$ cat config.mk
export PLATFORM = sky130hd
export DESIGN_NAME = tdm_demux4_flat
export DESIGN_NICKNAME = d
export VERILOG_FILES = /design/src/rtl/tdm_pkg.sv /design/src/rtl/tdm_demux4_if.sv /design/src/rtl/tdm_slot_shifter.sv /design/src/rtl/tdm_demux4.sv /design/src/flat_wrapper.sv
export SDC_FILE = /design/constraint.sdc
export NUM_CORES = 1
export LEC_CHECK = 0
export ABC_AREA = 1
export CORE_MARGIN = 2
export CORE_UTILIZATION = 44
export CTS_BUF_LIST = sky130_fd_sc_hd__clkbuf_4 sky130_fd_sc_hd__clkbuf_8
export DETAILED_ROUTE_END_ITERATION = 6
export PLACE_DENSITY = 0.69
export SKIP_CTS_REPAIR_TIMING = 1
export SLEW_MARGIN = 10
export SYNTH_ARGS = -nofsm -noshare
export SYNTH_HDL_FRONTEND = slang
export SYNTH_SLANG_ARGS = --single-unit
$ cat constraint.sdc
create_clock -name clk -period 2 [get_ports clk]
set_clock_uncertainty 0.1 [all_clocks]
set_input_delay 0.3 -clock clk [delete_from_list [all_inputs] [get_ports clk]]
set_output_delay 0.3 -clock clk [all_outputs]
set_load 0.02 [all_outputs]
$ cat src/rtl/tdm_pkg.sv
// Shared definitions for the four-channel TDM demultiplexer: FSM encoding,
// channel/select widths and the bit-counter width helper.
package tdm_pkg;

  typedef enum logic {
    HUNT = 1'b0,
    RECV = 1'b1
  } state_e;

  localparam int NUM_CH = 4;
  localparam int SEL_W  = 2;

  // Counter must hold 0..width-1; never narrower than one bit.
  function automatic int cnt_w(input int width);
    return (width <= 2) ? 1 : $clog2(width);
  endfunction

endpackage : tdm_pkg

$ cat src/rtl/tdm_demux4_if.sv
// Serial-in / parallel-out bundle of the TDM demultiplexer. The stream source
// uses the master view, the demultiplexer the slave view.
interface tdm_demux4_if #(
  parameter int WIDTH = 4
);

  logic             din;
  logic             din_valid;
  logic             frame_sync;
  logic [WIDTH-1:0] y0;
  logic [WIDTH-1:0] y1;
  logic [WIDTH-1:0] y2;
  logic [WIDTH-1:0] y3;
  logic             frame_valid;
  logic             sync_err;
  logic             locked;
  logic [1:0]       sel;

  modport master (
    output din, din_valid, frame_sync,
    input  y0, y1, y2, y3, frame_valid, sync_err, locked, sel
  );

  modport slave (
    input  din, din_valid, frame_sync,
    output y0, y1, y2, y3, frame_valid, sync_err, locked, sel
  );

endinterface : tdm_demux4_if

$ cat src/rtl/tdm_slot_shifter.sv
// MSB-first slot shift register with its bit counter. word_done_o flags that
// a shift on this cycle delivers the last bit, and word_o is then the full word.
module tdm_slot_shifter
  import tdm_pkg::*;
#(
  parameter  int WIDTH = 4,
  localparam int CNT_W = cnt_w(WIDTH)
) (
  input  logic             clk,
  input  logic             rst_n,
  input  logic             load_i,
  input  logic             shift_i,
  input  logic             din_i,
  output logic [WIDTH-1:0] word_o,
  output logic             word_done_o,
  output logic [CNT_W-1:0] bitcnt_o
);

  localparam logic [CNT_W-1:0] LAST = CNT_W'(WIDTH - 1);
  localparam logic [CNT_W-1:0] ONE  = CNT_W'(1);

  logic [WIDTH-1:0] shift_q, shift_d;
  logic [CNT_W-1:0] bitcnt_q, bitcnt_d;

  assign word_o      = {shift_q[WIDTH-2:0], din_i};
  assign word_done_o = (bitcnt_q == LAST);
  assign bitcnt_o    = bitcnt_q;

  always_comb begin
    // NOTE: every next-state signal gets its hold value first so no path
    // through this block can leave it unassigned and infer a latch.
    shift_d  = shift_q;
    bitcnt_d = bitcnt_q;
    if (load_i) begin
      shift_d  = {{(WIDTH-1){1'b0}}, din_i};
      bitcnt_d = ONE;
    end else if (shift_i) begin
      shift_d  = word_o;
      bitcnt_d = word_done_o ? '0 : bitcnt_q + ONE;
    end
  end

  // NOTE: state registers use non-blocking assignments so every flop samples
  // pre-edge values regardless of process evaluation order.
  always_ff @(posedge clk or negedge rst_n) begin
    if (!rst_n) begin
      shift_q  <= '0;
      bitcnt_q <= '0;
    end else begin
      shift_q  <= shift_d;
      bitcnt_q <= bitcnt_d;
    end
  end

endmodule : tdm_slot_shifter

$ cat src/rtl/tdm_demux4.sv
// Four-channel TDM demultiplexer: frame-sync FSM, slot select, staging of
// slots 0..2 and the registered parallel outputs with framing-error reporting.
module tdm_demux4
  import tdm_pkg::*;
#(
  parameter int WIDTH = 4
) (
  input  logic         clk,
  input  logic         rst_n,
  tdm_demux4_if.slave  bus
);

  localparam int CNT_W = cnt_w(WIDTH);
  localparam logic [SEL_W-1:0] LAST_SEL = SEL_W'(NUM_CH - 1);

  state_e           state_q, state_d;
  logic [SEL_W-1:0] sel_q, sel_d;
  logic [WIDTH-1:0] stage_q [NUM_CH-1];
  logic [WIDTH-1:0] stage_d [NUM_CH-1];
  logic [WIDTH-1:0] y_q [NUM_CH];
  logic [WIDTH-1:0] y_d [NUM_CH];
  logic             fv_q, fv_d;
  logic             err_q, err_d;

  logic             load, shift;
  logic [WIDTH-1:0] word;
  logic             word_done;
  logic [CNT_W-1:0] bitcnt;
  logic             boundary;

  tdm_slot_shifter #(.WIDTH(WIDTH)) u_shifter (
    .clk         (clk),
    .rst_n       (rst_n),
    .load_i      (load),
    .shift_i     (shift),
    .din_i       (bus.din),
    .word_o      (word),
    .word_done_o (word_done),
    .bitcnt_o    (bitcnt)
  );

  // Next beat in RECV is expected to be channel 0 MSB carrying frame_sync.
  assign boundary = (sel_q == '0) && (bitcnt == '0);

  always_comb begin
    state_d = state_q;
    sel_d   = sel_q;
    stage_d = stage_q;
    y_d     = y_q;
    fv_d    = 1'b0;
    err_d   = 1'b0;
    load    = 1'b0;
    shift   = 1'b0;

    unique case (state_q)
      HUNT: begin
        if (bus.din_valid && bus.frame_sync) begin
          load    = 1'b1;
          sel_d   = '0;
          state_d = RECV;
        end
      end

      RECV: begin
        if (bus.din_valid) begin
          if (boundary && !bus.frame_sync) begin
            err_d   = 1'b1;
            state_d = HUNT;
          end else if (!boundary && bus.frame_sync) begin
            // Early sync: drop the partial frame and restart on this beat.
            err_d = 1'b1;
            load  = 1'b1;
            sel_d = '0;
          end else begin
            shift = 1'b1;
            if (word_done) begin
              sel_d = sel_q + SEL_W'(1);
              if (sel_q == LAST_SEL) begin
                y_d[0] = stage_q[0];
                y_d[1] = stage_q[1];
                y_d[2] = stage_q[2];
                y_d[3] = word;
                fv_d   = 1'b1;
              end else begin
                stage_d[sel_q] = word;
              end
            end
          end
        end
      end

      default: state_d = HUNT;
    endcase
  end

  always_ff @(posedge clk or negedge rst_n) begin
    if (!rst_n) begin
      state_q <= HUNT;
      sel_q   <= '0;
      fv_q    <= 1'b0;
      err_q   <= 1'b0;
      // NOTE: staging and output words are plain flops, not a RAM, so they
      // can and must clear on reset: y0..y3 read zero until a full frame.
      for (int i = 0; i < NUM_CH - 1; i++) stage_q[i] <= '0;
      for (int i = 0; i < NUM_CH; i++)     y_q[i]     <= '0;
    end else begin
      state_q <= state_d;
      sel_q   <= sel_d;
      fv_q    <= fv_d;
      err_q   <= err_d;
      stage_q <= stage_d;
      y_q     <= y_d;
    end
  end

  assign bus.y0          = y_q[0];
  assign bus.y1          = y_q[1];
  assign bus.y2          = y_q[2];
  assign bus.y3          = y_q[3];
  assign bus.frame_valid = fv_q;
  assign bus.sync_err    = err_q;
  assign bus.locked      = (state_q == RECV);
  assign bus.sel         = sel_q;

endmodule : tdm_demux4

$ cat src/flat_wrapper.sv
// flat-port wrapper written by rule: the top's interface ports become plain ports
module tdm_demux4_flat import tdm_pkg::*;
#(
  parameter int WIDTH = 4
)
  (clk, rst_n, bus_din, bus_din_valid, bus_frame_sync, bus_y0, bus_y1, bus_y2, bus_y3, bus_frame_valid, bus_sync_err, bus_locked, bus_sel);
  tdm_demux4_if #(.WIDTH(WIDTH)) bus_i ();
  input  logic clk;
  input  logic rst_n;
  input wire logic [$bits(bus_i.din)-1:0] bus_din;
  input wire logic [$bits(bus_i.din_valid)-1:0] bus_din_valid;
  input wire logic [$bits(bus_i.frame_sync)-1:0] bus_frame_sync;
  output wire logic [$bits(bus_i.y0)-1:0] bus_y0;
  output wire logic [$bits(bus_i.y1)-1:0] bus_y1;
  output wire logic [$bits(bus_i.y2)-1:0] bus_y2;
  output wire logic [$bits(bus_i.y3)-1:0] bus_y3;
  output wire logic [$bits(bus_i.frame_valid)-1:0] bus_frame_valid;
  output wire logic [$bits(bus_i.sync_err)-1:0] bus_sync_err;
  output wire logic [$bits(bus_i.locked)-1:0] bus_locked;
  output wire logic [$bits(bus_i.sel)-1:0] bus_sel;
  assign bus_i.din = bus_din;
  assign bus_i.din_valid = bus_din_valid;
  assign bus_i.frame_sync = bus_frame_sync;
  assign bus_y0 = bus_i.y0;
  assign bus_y1 = bus_i.y1;
  assign bus_y2 = bus_i.y2;
  assign bus_y3 = bus_i.y3;
  assign bus_frame_valid = bus_i.frame_valid;
  assign bus_sync_err = bus_i.sync_err;
  assign bus_locked = bus_i.locked;
  assign bus_sel = bus_i.sel;
  tdm_demux4 #(.WIDTH(WIDTH)) u_core (.clk(clk), .rst_n(rst_n), .bus(bus_i));
endmodule
# Yosys cells after proc, flatten, opt, wreduce, memory -nomap -nowiden

Index checks and enable logic that the tools add are counted.

Eq/ne operators: 6
Order comparisons: 2
Bitwise operators: 5
Reductions and logical operators: 13
Multiplexer cells: 35
Add/sub/neg operators: 2

Operators by type and width:

| cell                                                                          | count |
|---|---|
| 1-bit two-way mux                                                             | 19 |
| 2-bit two-way mux                                                             | 8 |
| 12-bit bitwise mux                                                            | 1 |
| 6-bit AND reduction                                                           | 2 |
| 4-bit demux with 2-bit select                                                 | 1 |
| 3-bit two-way mux                                                             | 2 |
| 1-bit logical AND                                                             | 5 |
| 2-bit by 1-bit adder with 2-bit output (second input constant)                | 2 |
| 2-bit equality test (second input constant)                                   | 2 |
| 2-bit zero test                                                               | 2 |
| 4-bit two-way mux                                                             | 1 |
| 2-bit inequality test (second input constant)                                 | 2 |
| 1-bit NOT                                                                     | 4 |
| 1-bit one-hot mux with 2 select lines                                         | 2 |
| 2-bit one-hot mux with 2 select lines                                         | 1 |
| 4-bit AND reduction                                                           | 1 |
| 3-bit greater-or-equal comparator (second input constant)                     | 1 |
| 3-bit by 1-bit less-than comparator with 1-bit output (second input constant) | 1 |
| 3-bit inequality test (second input constant)                                 | 1 |
| 2-bit NOT with 3-bit output                                                   | 1 |
| 1-bit zero test                                                               | 2 |
| 2-bit by 1-bit inequality test with 1-bit output (second input constant)      | 1 |
| 2-bit nonzero test                                                            | 1 |

Register bits after elaboration: 38
Output and inout port bits: 21
Logic and storage cells: 76
Input bits: 5

# Longest topological paths before layout

Gate-level depths: netlist of the first run.

Word-level depth: 10
Gate-level depth with buffers: 11
Mapped depth without buffers: 11

# By module

From an unflattened synthesis of the first run, not the netlist that was laid out.

Cell total of the unflattened synthesis: 199
Area, all modules: 1848.0 µm²

Modules (own cells, without submodules):

| module           | seq. area each (µm²) | times used | area each (µm²) | cells each |
|---|---|---|---|---|
| tdm_demux4       | 825.8                | 1          | 1619.1          | 173 |
| tdm_slot_shifter | 125.1                | 1          | 229.0           | 26 |

# Least setup slack after synthesis of the first run

OpenSTA, ideal clock, no wires.

Kind: reg-to-reg
Start point: register u_core.sel_q[0] (netlist: u_core.bus.sel[0])
End point: register u_core.y_q, in the netlist u_core.bus.y0[1]
Setup slack: -0.120 ns
Data arrival time: 1.902 ns
Buffers on the path: 1
Data required time: 1.782 ns
Cell stages (with the launch flop): 12
Clock period less this slack: 2.120 ns
Setup time: 0.118 ns
Cells stage by stage: dfrtp_1 -> inv_1 -> ha_1 -> nand2_1 -> inv_1 -> ha_1 -> inv_1 -> nor2_8 -> nand3_4 -> buf_6 -> nand2_1 -> o21ai_2

Cells in the longest elaborated chain, start to end: 6
Elaborated cells on any way between the ends: 9
Classes of those cells: eq/ne (1); bitwise (2); reduce/logical (6)

RTL lines:

| what                                     | line              | RTL |
|---|---|---|
| start, declared                          | tdm_demux4.sv:17  | `logic [SEL_W-1:0] sel_q, sel_d;` |
| start signal, assigned                   | tdm_demux4.sv:108 | `sel_q <= sel_d;` |
| 2-bit zero test                          | tdm_demux4.sv:43  | `assign boundary = (sel_q == '0) && (bitcnt == '0);` |
| 1-bit logical AND                        | tdm_demux4.sv:43  |  |
| 1-bit zero test                          | tdm_demux4.sv:69  | `end else if (!boundary && bus.frame_sync) begin` |
| 1-bit logical AND                        | tdm_demux4.sv:69  |  |
| 1-bit NOT (no source line)               | --                |  |
| 6-bit AND reduction (no source line) (*) | --                |  |
| end signal, assigned                     | tdm_demux4.sv:112 | `y_q <= y_d;` |
| end, declared                            | tdm_demux4.sv:20  | `logic [WIDTH-1:0] y_q [NUM_CH];` |

Every way passes the cells marked *; elsewhere a longest branch is shown, timed or not.
A chain may end at the register's enable or synchronous reset.

# Final worst setup path of the first run

Start point: register u_core.u_shifter.bitcnt_q[0] (netlist: u_core.u_shifter.bitcnt_o[0])
End point: register u_core.y_q, in the netlist u_core.bus.y3[0]

Cells in the longest elaborated chain, start to end: 6
Elaborated cells on any way between the ends: 9
Classes of those cells: eq/ne (1); bitwise (2); reduce/logical (6)

RTL lines:

| what                                     | line                   | RTL |
|---|---|---|
| start, declared                          | tdm_slot_shifter.sv:23 | `logic [CNT_W-1:0] bitcnt_q, bitcnt_d;` |
| start signal, assigned                   | tdm_slot_shifter.sv:51 | `bitcnt_q <= bitcnt_d;` |
| 2-bit zero test                          | tdm_demux4.sv:43       |  |
| 1-bit logical AND                        | tdm_demux4.sv:43       |  |
| 1-bit zero test                          | tdm_demux4.sv:69       |  |
| 1-bit logical AND                        | tdm_demux4.sv:69       |  |
| 1-bit NOT (no source line)               | --                     |  |
| 6-bit AND reduction (no source line) (*) | --                     |  |

Marked as above.

==> results of run 1 <==
==> power groups by stage <==
stage | Sequential, W | Combinational (W) | Clock (W)
2_1_floorplan | 0.00115 | 0.000633 | 0
4_1_cts | 0.00110 | 0.00104 | 0.000528
3_5_place_dp | 0.00111 | 0.00103 | 0
5_1_grt | 0.00112 | 0.00118 | 0.000566
6_report | 0.00110 | 0.00104 | 0.000515
3_3_place_gp | 0.00111 | 0.00101 | 0
==> final cells by class <==
cell class                 instances  area, µm²
clock buffer                       7       83.8
fill                             365       1700
inverter                          30        113
multi-input combinational        124        743
sequential                        38        953
tap                               50       62.6
timing repair buffer              38        375
==> layout by cell type, fill, tap and decap left out, types with 5 or more instances in the layout <==
cell type	synthesis	routed
clkdlybuf4s50_1	0	24
buf_4	1	10
ha_1	9	8
clkbuf_8	0	5
nand3_1	8	8
nand4_1	14	14
inv_1	30	29
nand2_1	61	60
o21ai_2	16	16
dfrtp_1	38	36
==> cells by family after synthesis <==
kind of cell | Yosys count | share of synthesized area
AND/OR/NAND/NOR | 94 | 0.246
AO/OA/AOI/OAI | 21 | 0.0918
flip-flops | 38 | 0.513
buffers and inverters | 35 | 0.0891
adder cells (fa/ha/maj) | 9 | 0.0607
==> routing by layer <==
layer | vias to the layer above | track usage | share of wire
met5 | - | 0 | 0
met4 | 0 | 0.0882 | 0.026
met3 | 10 | 0.0536 | 0.050
met2 | 32 | 0.268 | 0.47
met1 | 660 | 0.200 | 0.45
li1 | 707 | - | -
==> worst max path at each step <==
stage                       end  slack (ps)  cells past startpoint
2_1_floorplan  u_core.bus.y0[1]          20                     11
3_3_place_gp   u_core.bus.y3[1]          20                      9
3_5_place_dp   u_core.bus.y3[0]         -40                      9
4_1_cts        u_core.bus.y3[0]          50                     11
5_1_grt        u_core.bus.y0[2]          20                     11
6_report       u_core.bus.y3[0]         140                     11
==> registers in the layout, summed over array words and instances, names as in the netlist <==
| register | count |
|---|---|
| u_core.bus.sync_err | 1 |
| u_core.bus.locked | 1 |
| u_core.bus.y2 | 4 |
| u_core.bus.y3 | 4 |
| u_core.stage_q | 12 |
| u_core.u_shifter.shift_q | 3 |
| u_core.bus.y0 | 4 |
| u_core.u_shifter.bitcnt_o | 2 |
| u_core.bus.frame_valid | 1 |
| u_core.bus.y1 | 4 |
| u_core.bus.sel | 2 |
==> stage by stage <==
| step | hold WS (ps) | instance area [µm²] | std cells | setup WS (ps) | util |
|---|---|---|---|---|---|
| after global routing | 389 | 2330 | 287 | 22.4 | 0.579 |
| after floorplan | -95.6 | 1860 | 197 | 17.6 | - |
| final | 343 | 2330 | 287 | 141 | 0.579 |
| after global placement | 120 | 2210 | 278 | 18.0 | 0.548 |
| after CTS | -192 | 2290 | 285 | 47.8 | 0.569 |
| after detailed placement | 122 | 2210 | 278 | -39.1 | 0.548 |
==> worst reg2reg max path: cells and delay by family, from the launching register on <==
family | cells | cell delay (ps)
adder cells (fa/ha/maj) | 2 | 500
AND/OR/NAND/NOR | 4 | 380
flip-flops | 1 | 370
buffers and inverters | 4 | 350
AO/OA/AOI/OAI | 1 | 60
==> impl_metrics.py, run 1 <==
metrics = {
    "clock_tree": {
        "htree_levels": 2,
        "cts-root-buf": "clkbuf_8",
        "clk_latency_ps": 290,
        "cts.sinks": 38,
        "cts_tree": "yes",
        "path_clk_slew_ps": 70,
        "cts_made_buffers": 5,
        "clock_path_buffers": 2,
    },
    "critical_path": {
        "r2r-end": "u_core.bus.y3[0]",
        "slowest_delay_ps": 370,
        "worst_ep_arrival_time_ps": 1940,
        "cpLargestDelayFamily": "adder cells",
        "required_ps": 2080,
        "path_max_fanout": 16,
        "path_buf_inv": 4,
        "cp-start-kind": "register",
        "r2r_start": "u_core.u_shifter.bitcnt_o[0]",
        "crit_path_end_kind": "register",
        "crit_type": "reg2reg",
        "crit_chain": "inv_1 -> ha_1 -> nand2_2 -> inv_1 -> ha_1 -> inv_2 -> nor2_8 -> nand3_4 -> buf_12 -> nand2_1 -> o21ai_2",
        "ff2ff_setup_slack_ps": 140,
        "critPathLaunch": "u_core.u_shifter.bitcnt_o[0]",
        "r2r_cells": 11,
        "crit_slowest_cell": "dfrtp_1",
    },
    "synth": {
        "synthArstFlopShare": 1.00,
        "yosysWarnings": 0,
        "synth_top_area_share": 0.513,
        "syn-cell-area_mm2": 0.00185,
        "ys_types": 19,
        "avgSynthCellArea_um2": 9.41,
        "ys_top_cells_by_count": "61 x nand2_1, 38 x dfrtp_1, 30 x inv_1",
        "ys_seq_elements": 38,
        "synthCells": 197,
        "ys.flop_type": "dfrtp_1",
        "netlist_top_cells_area": "dfrtp_1 51%, nand2_1 12%, o21ai_2 7.6%",
        "yosysTopAreaCell": "dfrtp_1",
        "yosysSeqAreaShare": 0.513,
        "synth_edf_count": 0,
        "mappedNetlistNets": 211,
        "post-synth-top-count-cell": "nand2_1",
    },
    "power": {
        "seq_power_share": 0.415,
        "switching_share": 0.381,
        "comb_power_share": 0.391,
        "power_density_mw_per_mm2": 1140,
        "clkPwrFrac": 0.194,
        "p_int_w": 0.00164,
        "total_leakage_power_nw": 1.16,
        "finalPower_w": 0.00265,
        "vdd_ir_drop_max_mv": 0.588,
        "switchingPower_w": 0.00101,
    },
    "placed_design": {
        "hpwlAfterDp_mm": 2.43,
        "port_buffers": 25,
        "place_congestion": 0.858,
    },
    "sta": {
        "slew_headroom": 0.771,
        "min_period_ps": 1860,
        "setup_viol": 0,
        "fmax_mhz": 538,
        "fin_tns_setup_ps": 0,
        "fin_crit_sh": 0.929,
        "finalMaxSlewViolations": 0,
        "tightestPinTransition_ps": 343,
        "grt_setup_unrepaired": "no",
        "hold_viol_final": 0,
    },
    "route": {
        "ant_nets": 0,
        "dr.pass1.iters": 4,
        "via_per_inst": 4.91,
        "vias": 1409,
        "drt-total-wl_mm": 3.46,
        "wl_per_cell_um": 12.0,
        "dr.first_iter.drc_count": 81,
        "drc": 0,
    },
    "global_route": {
        "grt.overflow.total": 0,
        "grt_max_degree": 33,
        "grt_pass1_vias": 1335,
        "grt_pass1_wl_mm": 5.69,
        "antenna_found_initial": 0,
        "grt.total_usage": 0.167,
    },
    "job": {
        "drv_cap": 0,
    },
    "floorplan": {
        "core-area_mm2": 0.00403,
        "chipWidth_um": 68.9,
        "fp-row-count": 23,
        "start_util": 0.460,
        "num_io_pins": 26,
        "dieArea_mm2": 0.00475,
        "dieHeight_um": 68.9,
    },
    "finish": {
        "fin_nets": 251,
        "drive_above_1_share": 0.198,
        "n_antenna_cell": 0,
        "synthToLayoutAreaGrowth_pct": 25.7,
    },
    "outcome": {
        "status": "complete, no violations",
    },
    "worst_hold_path": {
        "hold_class": "in2async",
    },
}
Power figures use the tool's default switching activity.
==> run 2, diff against run 1 <==
- HOLD_SLACK_MARGIN: unset -> 0.1
- MAX_ROUTING_LAYER: unset -> met4
- clock period: 2 -> 1.65 ns (I/O delays scaled with it)
==> impl_metrics.py, run 2 (synthesis results as in run 1) <==
metrics = {
    "clock_tree": {
        "htree_levels": 2,
        "cts.sinks": 38,
        "clk_latency_ps": 280,
        "clock_path_buffers": 2,
        "cts_made_buffers": 5,
        "cts_tree": "yes",
        "cts-root-buf": "clkbuf_8",
        "path_clk_slew_ps": 70,
    },
    "global_route": {
        "antenna_found_initial": 0,
        "grt_pass1_vias": 1360,
        "grt.overflow.total": 0,
        "grt.total_usage": 0.176,
        "grt_max_degree": 21,
        "grt_pass1_wl_mm": 5.87,
    },
    "critical_path": {
        "r2r_start": "u_core.u_shifter.bitcnt_o[0]",
        "required_ps": 1720,
        "crit_chain": "inv_2 -> ha_4 -> nand2_4 -> inv_2 -> ha_4 -> inv_4 -> nor2_8 -> nand3_4 -> buf_12 -> nand2_1 -> o21ai_2",
        "critPathLaunch": "u_core.u_shifter.bitcnt_o[0]",
        "crit_type": "reg2reg",
        "r2r_cells": 11,
        "r2r-end": "u_core.bus.y3[1]",
        "crit_slowest_cell": "dfrtp_1",
        "critPathCapture": "u_core.bus.y3[1]",
        "slowest_delay_ps": 370,
        "cp-start-kind": "register",
        "path_max_fanout": 20,
        "crit_path_end_kind": "register",
        "worst_ep_arrival_time_ps": 1780,
        "ff2ff_setup_slack_ps": -60,
    },
    "placed_design": {
        "place_congestion": 0.784,
        "dpl_cell_area_mm2": 0.00237,
        "hpwlAfterDp_mm": 2.67,
        "port_buffers": 25,
    },
    "route": {
        "drt-total-wl_mm": 3.63,
        "dr.first_iter.drc_count": 80,
        "dr.pass1.iters": 4,
        "vias": 1445,
        "wl_per_cell_um": 12.0,
        "drc": 0,
        "ant_nets": 0,
        "via_per_inst": 4.78,
    },
    "sta": {
        "setup_viol": 28,
        "fmax_mhz": 586,
        "min_period_ps": 1710,
        "tightestPinTransition_ps": 424,
        "grt_setup_unrepaired": "yes",
        "setup_slack_ps": -55.5,
        "fin_crit_sh": 1.03,
        "finalMaxSlewViolations": 0,
        "hold_viol_final": 0,
        "slew_headroom": 0.718,
    },
    "outcome": {
        "violations": "negative setup slack",
        "status": "finished with violations",
    },
    "finish": {
        "final_common_cell": "nand2_1",
        "fin_util": 0.654,
        "seqCellArea_um2": 953,
        "multiInputGateArea_um2": 898,
        "drive_above_1_share": 0.389,
        "largest_reg_flops": 12,
        "fin_nets": 266,
        "layout_common_cells": "41 x nand2_1, 36 x dfrtp_1, 22 x inv_1, 22 x buf_4",
        "nFillCells": 334,
        "final_area_mm2": 0.00264,
        "largest-register": "u_core.stage_q",
        "synthToLayoutAreaGrowth_pct": 42.1,
        "n_antenna_cell": 0,
    },
    "job": {
        "drv_cap": 0,
    },
    "floorplan": {
        "core-area_mm2": 0.00403,
        "dieArea_mm2": 0.00475,
        "fp-row-count": 23,
        "chipWidth_um": 68.9,
        "start_util": 0.460,
        "dieHeight_um": 68.9,
        "num_io_pins": 26,
    },
    "power": {
        "total_leakage_power_nw": 1.34,
        "power_density_mw_per_mm2": 1400,
        "vdd_ir_drop_max_mv": 0.786,
    },
    "worst_hold_path": {
        "hold_class": "in2async",
    },
}
[run 2: changes by cell type in the layout (fill, tap and decap cells not counted), sizes merged]
cell / before / now
clkbuf: 8 / 7
buf: 12 / 28
clkdlybuf4s50: 24 / 18
dlymetal6s2s: 0 / 6
[run 2: where the power goes]
part	internal (W)	switching (W)
sequential	0.00116	0.000181
combinational	0.000795	0.000949
clock	0.000323	0.000289
total	0.00228	0.00142
[run 2: cell type report]
class,count,area share
tap,50,0.0237
inverter,30,0.0437
multi-input combinational,124,0.341
clock buffer,7,0.0318
timing repair buffer,53,0.198
sequential,38,0.362
[run 2: stage by stage]
stage / hold WS [ps] / power [W] / setup WS (ps) / std cells / setup TNS, ps
finish: 327 / 0.00370 / -55.5 / 302 / -761
global route: 365 / 0.00399 / -145 / 302 / -3520
CTS: -212 / 0.00352 / -147 / 298 / -3410
detailed placement: 103 / 0.00288 / -274 / 291 / -5900
global placement: 98.6 / 0.00283 / -237 / 291 / -5090
floorplan: -148 / 0.00228 / -134 / 197 / -2500
[run 2: worst min-delay path by stage]
stage | from | end | slack (ps) | cells past startpoint
3_3_place_gp | rst_n | u_core.bus.y3[1] | 100 | 1
6_report | rst_n | u_core.stage_q[8] | 330 | 2
3_5_place_dp | rst_n | u_core.bus.y3[1] | 100 | 1
2_1_floorplan | rst_n | u_core.bus.frame_valid | -150 | 0
4_1_cts | rst_n | u_core.u_shifter.shift_q[2] | -210 | 1
5_1_grt | rst_n | u_core.stage_q[8] | 360 | 2
[run 2: per-layer routing]
metal,global-route usage,routed length [µm]
met5,-,0
met4,0.0833,70
met1,0.203,1560
met3,0.0519,160
met2,0.282,1830
[run 2: worst max-delay path: cells and delay by family (launching register included)]
family          cells  cell delay (ps)
flops               1              370
simple gates        4              320
fa+ha+maj           2              430
buf+inv             4              320
compound gates      1               50
